==> src/rtl/mpdiv.sv <==
// Signed fractional divider: quotient = (dividend <<< FRAC) / divisor.
// Restoring shift-subtract, one bit per clock, fixed 40-edge latency, with saturation.
module mpdiv #(
  parameter int W_N  = 24,
  parameter int W_D  = 16,
  parameter int FRAC = 15
) (
  input  logic           clk,
  input  logic           rst,
  input  logic           start_i,
  input  logic [W_N-1:0] dividend_i,
  input  logic [W_D-1:0] divisor_i,
  output logic           ready_o,
  output logic           valid_o,
  output logic [W_N-1:0] quotient_o,
  output logic           ovf_o,
  output logic           divz_o
);
  localparam int WQ = W_N + FRAC;
  localparam int WC = $clog2(WQ);
  localparam logic [WQ-1:0] MAG_NEG = WQ'(1) << (W_N - 1);
  localparam logic [WQ-1:0] MAG_POS = MAG_NEG - WQ'(1);
  localparam logic [W_N-1:0] Q_MAX = {1'b0, {(W_N-1){1'b1}}};
  localparam logic [W_N-1:0] Q_MIN = {1'b1, {(W_N-1){1'b0}}};

  typedef enum logic [1:0] {IDLE, CALC, FIN} state_t;

  state_t        state;
  logic [WQ-1:0] dvd;
  logic [WQ-1:0] quo;
  logic [W_D-1:0] dsr;
  logic [W_D:0]  rem;
  logic [WC-1:0] cnt;
  logic          sign;
  logic          nz;
  logic          dz;

  logic [W_N-1:0] a_mag;
  logic [W_D-1:0] b_mag;
  logic [W_D:0]   rem_sh;
  logic           ge;

  // Two's-complement negation in the operand width makes |min| exact as unsigned.
  assign a_mag  = dividend_i[W_N-1] ? -dividend_i : dividend_i;
  assign b_mag  = divisor_i[W_D-1] ? -divisor_i : divisor_i;
  assign rem_sh = {rem[W_D-1:0], dvd[WQ-1]};
  assign ge     = rem_sh >= {1'b0, dsr};

  always_ff @(posedge clk) begin
    if (rst) begin
      state      <= IDLE;
      ready_o    <= 1'b1;
      valid_o    <= 1'b0;
      quotient_o <= '0;
      ovf_o      <= 1'b0;
      divz_o     <= 1'b0;
      dvd        <= '0;
      quo        <= '0;
      dsr        <= '0;
      rem        <= '0;
      cnt        <= '0;
      sign       <= 1'b0;
      nz         <= 1'b0;
      dz         <= 1'b0;
    end else begin
      valid_o <= 1'b0;
      case (state)
        IDLE: begin
          if (start_i) begin
            nz      <= |dividend_i;
            dz      <= ~|divisor_i;
            // A zero dividend forces a positive sign so the result is never -0.
            sign    <= (|dividend_i) & (dividend_i[W_N-1] ^ divisor_i[W_D-1]);
            dvd     <= {a_mag, {FRAC{1'b0}}};
            dsr     <= b_mag;
            rem     <= '0;
            quo     <= '0;
            cnt     <= WC'(WQ - 1);
            ready_o <= 1'b0;
            state   <= CALC;
          end
        end
        CALC: begin
          dvd <= dvd << 1;
          if (ge) begin
            rem <= rem_sh - {1'b0, dsr};
            quo <= {quo[WQ-2:0], 1'b1};
          end else begin
            rem <= rem_sh;
            quo <= {quo[WQ-2:0], 1'b0};
          end
          if (cnt == '0) state <= FIN;
          else           cnt <= cnt - WC'(1);
        end
        FIN: begin
          valid_o <= 1'b1;
          ready_o <= 1'b1;
          state   <= IDLE;
          if (dz) begin
            divz_o     <= 1'b1;
            ovf_o      <= 1'b0;
            quotient_o <= !nz ? '0 : (sign ? Q_MIN : Q_MAX);
          end else begin
            divz_o <= 1'b0;
            if (!sign) begin
              ovf_o      <= quo > MAG_POS;
              quotient_o <= (quo > MAG_POS) ? Q_MAX : quo[W_N-1:0];
            end else begin
              ovf_o      <= quo > MAG_NEG;
              quotient_o <= (quo > MAG_NEG) ? Q_MIN : -quo[W_N-1:0];
            end
          end
        end
        default: state <= IDLE;
      endcase
    end
  end
endmodule
==> config.mk <==
export PLATFORM = sky130hd
export DESIGN_NAME = mpdiv
export DESIGN_NICKNAME = d
export VERILOG_FILES = /design/src/rtl/mpdiv.sv
export SDC_FILE = /design/constraint.sdc
export NUM_CORES = 1
export LEC_CHECK = 0
export CAP_MARGIN = 10
export CORE_MARGIN = 10
export CORE_UTILIZATION = 40
export DETAILED_ROUTE_END_ITERATION = 8
export SLEW_MARGIN = 30
export SYNTH_ARGS = -nofsm -noshare
export SYNTH_HDL_FRONTEND = slang
export SYNTH_SLANG_ARGS = --single-unit
==> constraint.sdc <==
create_clock -name clk -period 6.4 [get_ports clk]
set_clock_uncertainty 0.05 [all_clocks]
set_input_delay 0.64 -clock clk [delete_from_list [all_inputs] [get_ports clk]]
set_output_delay 0.64 -clock clk [all_outputs]
set_load 0.01 [all_outputs]
==> impl_results.html <==
<table>
<tr><th>Metric</th><th>Value</th></tr>
<tr><th colspan="2">Global route</th></tr>
<tr><td>Initial antenna violation count</td><td>0</td></tr>
<tr><td>Wire length of the first global-routing pass</td><td>roughly 30000 um</td></tr>
<tr><td>Total global routing overflow</td><td>0</td></tr>
<tr><td>Vias in the first global route</td><td>~6000</td></tr>
<tr><td>Total routing usage reported by global routing</td><td>0.1516</td></tr>
<tr><td>Maximum number of pins on one net before global-route repair</td><td>68</td></tr>
<tr><th colspan="2">Synth</th></tr>
<tr><td>Warning count from the yosys run</td><td>0</td></tr>
<tr><td>Post-synthesis async set-or-reset flop share</td><td>0</td></tr>
<tr><td>Sequential fraction of the synthesis area</td><td>0.3785</td></tr>
<tr><td>Synthesized Nets</td><td>930</td></tr>
<tr><td>Most used DFF post-synth</td><td>dfxtp_1</td></tr>
<tr><td>Cell accounting for the most synthesized area</td><td>dfxtp_1</td></tr>
<tr><td>Count of flip-flops with a built-in enable after synthesis</td><td>0</td></tr>
<tr><td>Ranking of synthesized cells by area</td><td>dfxtp_1 38%, nor2_1 5.2%, a22o_1 4.7%</td></tr>
<tr><td>Synth cell types</td><td>between 50 and 60</td></tr>
<tr><td>Parity-gate share of the synthesized area counting xor and xnor cells</td><td>0.06673</td></tr>
<tr><td>Post-Synth Adder-Cell Area</td><td>0.04166</td></tr>
<tr><td>Post-synthesis instance area</td><td>0.007088 mm^2</td></tr>
<tr><td>Cell count after synthesis</td><td>between 800 and 900</td></tr>
<tr><td>Mux contribution to synthesized area</td><td>0.01130</td></tr>
<tr><td>Simple-gate share of the synthesized area</td><td>0.1974</td></tr>
<tr><td>Main combinational cell family by area after synthesis</td><td>compound AO/OA/AOI/OAI gates</td></tr>
<tr><td>Compound-cell area share of the yosys netlist</td><td>0.2577</td></tr>
<tr><td>Portion of synthesized cell area occupied by the leading cell type</td><td>0.3785</td></tr>
<tr><td>Flip-flop and latch count after synthesis</td><td>134</td></tr>
<tr><td>Mapped Avg Cell Area</td><td>8.204 um^2</td></tr>
<tr><th colspan="2">Timing</th></tr>
<tr><td>Count of endpoints failing setup in the final report</td><td>0</td></tr>
<tr><td>Unrepaired setup endpoints after global routing</td><td>false</td></tr>
<tr><td>Fin. Hold Viols</td><td>0</td></tr>
<tr><td>Min Clock Period, post-route</td><td>3.088 ns</td></tr>
<tr><td>Max-slew violation total from the final report</td><td>0</td></tr>
<tr><td>Transition at the pin with the smallest max-transition slack</td><td>between 0.8 and 0.9 ns</td></tr>
<tr><td>Final critical-path share of the clock period</td><td>0.4825</td></tr>
<tr><td>Highest clock frequency the design can meet</td><td>between 300 and 400 MHz</td></tr>
<tr><td>Max-slew headroom at the worst pin</td><td>0.4131</td></tr>
<tr><td>Fin Setup TNS</td><td>0 ns</td></tr>
<tr><th colspan="2">Pwr</th></tr>
<tr><td>Leakage power of the design</td><td>0.003368 uW</td></tr>
<tr><td>Post-route total power</td><td>roughly 2600 uW</td></tr>
<tr><td>Cell Pwr Density</td><td>roughly 300 mW/mm^2</td></tr>
<tr><td>Worst ir drop on vdd</td><td>0.0001984 V</td></tr>
<tr><th colspan="2">Placement</th></tr>
<tr><td>Input/output buffers</td><td>70</td></tr>
<tr><td>Post-place instance area</td><td>0.007930 mm^2</td></tr>
<tr><td>Final GP Congestion</td><td>between 0.8 and 0.9</td></tr>
<tr><td>Detailed Place HPWL</td><td>roughly 12000 um</td></tr>
<tr><th colspan="2">Clocking</th></tr>
<tr><td>Latest clock arrival within the worst-skew pair</td><td>roughly 0.42 ns</td></tr>
<tr><td>Clock sink total</td><td>approximately 130</td></tr>
<tr><td>Clock tree buffer depth</td><td>2</td></tr>
<tr><td>Buffer type at the clock tree root</td><td>clkbuf_16</td></tr>
<tr><td>Hold buffers post-CTS</td><td>0</td></tr>
<tr><td>Number of buffers inserted during clock tree synthesis</td><td>17</td></tr>
<tr><td>PostCTS Resize Cnt</td><td>0</td></tr>
<tr><td>Clock tree from TritonCTS</td><td>built</td></tr>
<tr><td>CTS H-tree lvls</td><td>4</td></tr>
<tr><td>Clock slew at the register clock pins of the worst setup and hold paths</td><td>around 0.06 ns</td></tr>
<tr><td>Number of buffers inserted by post-CTS setup repair</td><td>0</td></tr>
<tr><th colspan="2">Critical path</th></tr>
<tr><td>Critical Path End Type</td><td>flop</td></tr>
<tr><td>Reg2Reg Depth</td><td>5</td></tr>
<tr><td>Capture point of the critical path</td><td>dvd[35]$_SDFFE_PP0P_</td></tr>
<tr><td>Critical Setup Path Class</td><td>primary input to flop</td></tr>
<tr><td>Worst R2R Start</td><td>state[0]$_SDFFE_PP0P_</td></tr>
<tr><td>CP required</td><td>approximately 6.7 ns</td></tr>
<tr><td>Kind of start point of the critical path</td><td>primary input</td></tr>
<tr><td>Critical path origin</td><td>dividend_i[6]</td></tr>
<tr><td>Maximum fanout along the worst path</td><td>5</td></tr>
<tr><td>CP Data Arrival Time</td><td>3.35 ns</td></tr>
<tr><td>Reg-to-reg slack, setup</td><td>~3.6 ns</td></tr>
<tr><td>Endpoint of the worst-slack reg-to-reg timing path</td><td>quotient_o[16]$_SDFFE_PP0P_</td></tr>
<tr><th colspan="2">Floorplan</th></tr>
<tr><td>Area of the core region</td><td>0.01736 mm^2</td></tr>
<tr><td>Overall die area</td><td>approximately 0.023 mm^2</td></tr>
<tr><td>Chip Width</td><td>between 150 and 200 um</td></tr>
<tr><td>Vert. Die Dim</td><td>about 150 um</td></tr>
<tr><td>Number of I/O pins</td><td>71</td></tr>
<tr><td>Starting density of the core</td><td>0.4084</td></tr>
<tr><td>Standard-cell rows</td><td>48</td></tr>
<tr><th colspan="2">Drt</th></tr>
<tr><td>Routed WL per cell</td><td>approximately 16 um</td></tr>
<tr><td>Number of design rule violations left after detail routing</td><td>0</td></tr>
<tr><td>Drt pass-1 iters</td><td>5</td></tr>
<tr><td>Total wire length</td><td>17840 um</td></tr>
<tr><td>Count of nets left with antenna violations after detail routing</td><td>0</td></tr>
<tr><td>Via density per instance</td><td>approximately 5.5</td></tr>
<tr><td>Vias</td><td>approximately 6300</td></tr>
<tr><td>Number of DRC markers in iteration 0</td><td>between 400 and 500</td></tr>
<tr><th colspan="2">Cells and area</th></tr>
<tr><td>Fin area</td><td>0.008563 mm^2</td></tr>
<tr><td>Diode count</td><td>0</td></tr>
<tr><td>Fillers</td><td>1713</td></tr>
<tr><td>Area Growth Syn to Fin</td><td>20.81%</td></tr>
<tr><td>Final Net Count</td><td>between 900 and 1000</td></tr>
<tr><td>Fraction of layout cells with a size suffix above 1</td><td>0.06004</td></tr>
<tr><th colspan="2">Worst hold path</th></tr>
<tr><td>Hold Path Class</td><td>flop to flop</td></tr>
<tr><th colspan="2">Job</th></tr>
<tr><td>Max-cap violations</td><td>0</td></tr>
<tr><th colspan="2">Status</th></tr>
<tr><td>Outcome</td><td>finished, final reports clean</td></tr>
</table>
[registers in the layout, indices dropped and copies added (netlist names)]
register    cells
quo            39
dvd            24
quotient_o     24
dsr            16
rem            16
cnt             6
state           2
divz_o          1
dz              1
nz              1
ovf_o           1
ready_o         1
sign            1
valid_o         1
[how the worst min path moves through the flow]
stage                         startpoint              endpoint  cells after the start
floorplan           dvd[15]$_SDFFE_PP0P_  dvd[15]$_SDFFE_PP0P_                      2
global placement      ovf_o$_SDFFE_PP0P_    ovf_o$_SDFFE_PP0P_                      1
detailed placement  dvd[15]$_SDFFE_PP0P_  dvd[15]$_SDFFE_PP0P_                      2
CTS                 dvd[15]$_SDFFE_PP0P_  dvd[15]$_SDFFE_PP0P_                      2
global route        dvd[15]$_SDFFE_PP0P_  dvd[15]$_SDFFE_PP0P_                      2
finish              dvd[15]$_SDFFE_PP0P_  dvd[15]$_SDFFE_PP0P_                      2
[cell type report]
cell class,count,area [um^2],share of cell area
sequential,134,2683,0.3133
timing repair buffer,80,770.7,0.09001
clock inverter,8,145.1,0.01695
inverter,29,108.9,0.01271
clock buffer,23,488.0,0.05698
tap,225,281.5,0.03288
multi-input combinational,642,4086,0.4772
[where the power goes]
group	internal (uW)	total [uW]	switching (uW)	leakage, uW
Clock	690	1040	354	0.000305
Sequential	893	934	41.0	0.00109
Combinational	239	583	344	0.00197
[cell usage after synthesis (14+ instances only)]
| master | instances |
|---|---|
| a211oi_1 | 34 |
| a21oi_1 | 53 |
| a22o_1 | 38 |
| clkbuf_1 | 57 |
| dfxtp_1 | 134 |
| ha_1 | 22 |
| inv_1 | 29 |
| nand2_1 | 67 |
| nor2_1 | 99 |
| nor3_1 | 24 |
| nor4_1 | 14 |
| o21ai_0 | 64 |
| o31ai_1 | 14 |
| xnor2_1 | 22 |
| xor2_1 | 32 |
[cell usage in the layout (no fill, tap or decap), drive strengths merged, types with 3 or more instances in the layout]
master         count
inv               29
a21oi             53
o22ai              3
nand3             12
a22o              38
clkbuf            23
nor3              24
or4                9
and2               3
ha                22
dfxtp            134
nor2              99
o41ai              5
o21ai             64
a32oi              4
xnor2             22
nand4             10
bufinv             4
mux2i              8
a22oi              4
o311ai            12
o21a               3
or3                9
buf               11
a221oi             6
xor2              32
or2                4
nor4              14
nor2b              8
a21o              12
nand3b             5
clkdlybuf4s50     69
a211oi            34
o211ai             5
nand4b             3
nor3b              4
nand2             67
o31ai             14
and3               6
nand2b             7
[critical path: stages]
cell and delay [ns]:
clkdlybuf4s50_1 0.46, nor4_1 0.43, nand3_1 0.26, or4_4 0.58, or4_4 0.50, and4_4 0.21, o41ai_2 0.28
[stage by stage]
step	hold slack, ns	instances	utilization	worst slack [ns]
after global placement	0.3941	1110	0.4569	2.962
after floorplan	0.3820	864	-	3.506
after detailed placement	0.3977	1110	0.4569	2.874
after CTS	0.4056	1141	0.4934	3.305
after global routing	0.4293	1141	0.4934	3.110
final	0.4032	1141	0.4934	3.312
[logic make-up after synthesis]
group                      Yosys count
xor gates and xnor gates            54
DFF                                134
adders and majority gates           23
AOI/OAI and AO/OA                  269
and+or+nand+nor                    288
muxes                                8
buffers and inverters               88
[per-layer routing]
metal	vias to the layer above	global-route usage	routed length (um)
li1	3236	-	-
met1	2944	0.2095	9032
met2	109	0.2263	7813
met3	17	0.03732	764
met4	0	0.04632	232
met5	-	0	0
No activity file was read; power rests on OpenSTA's default activity.
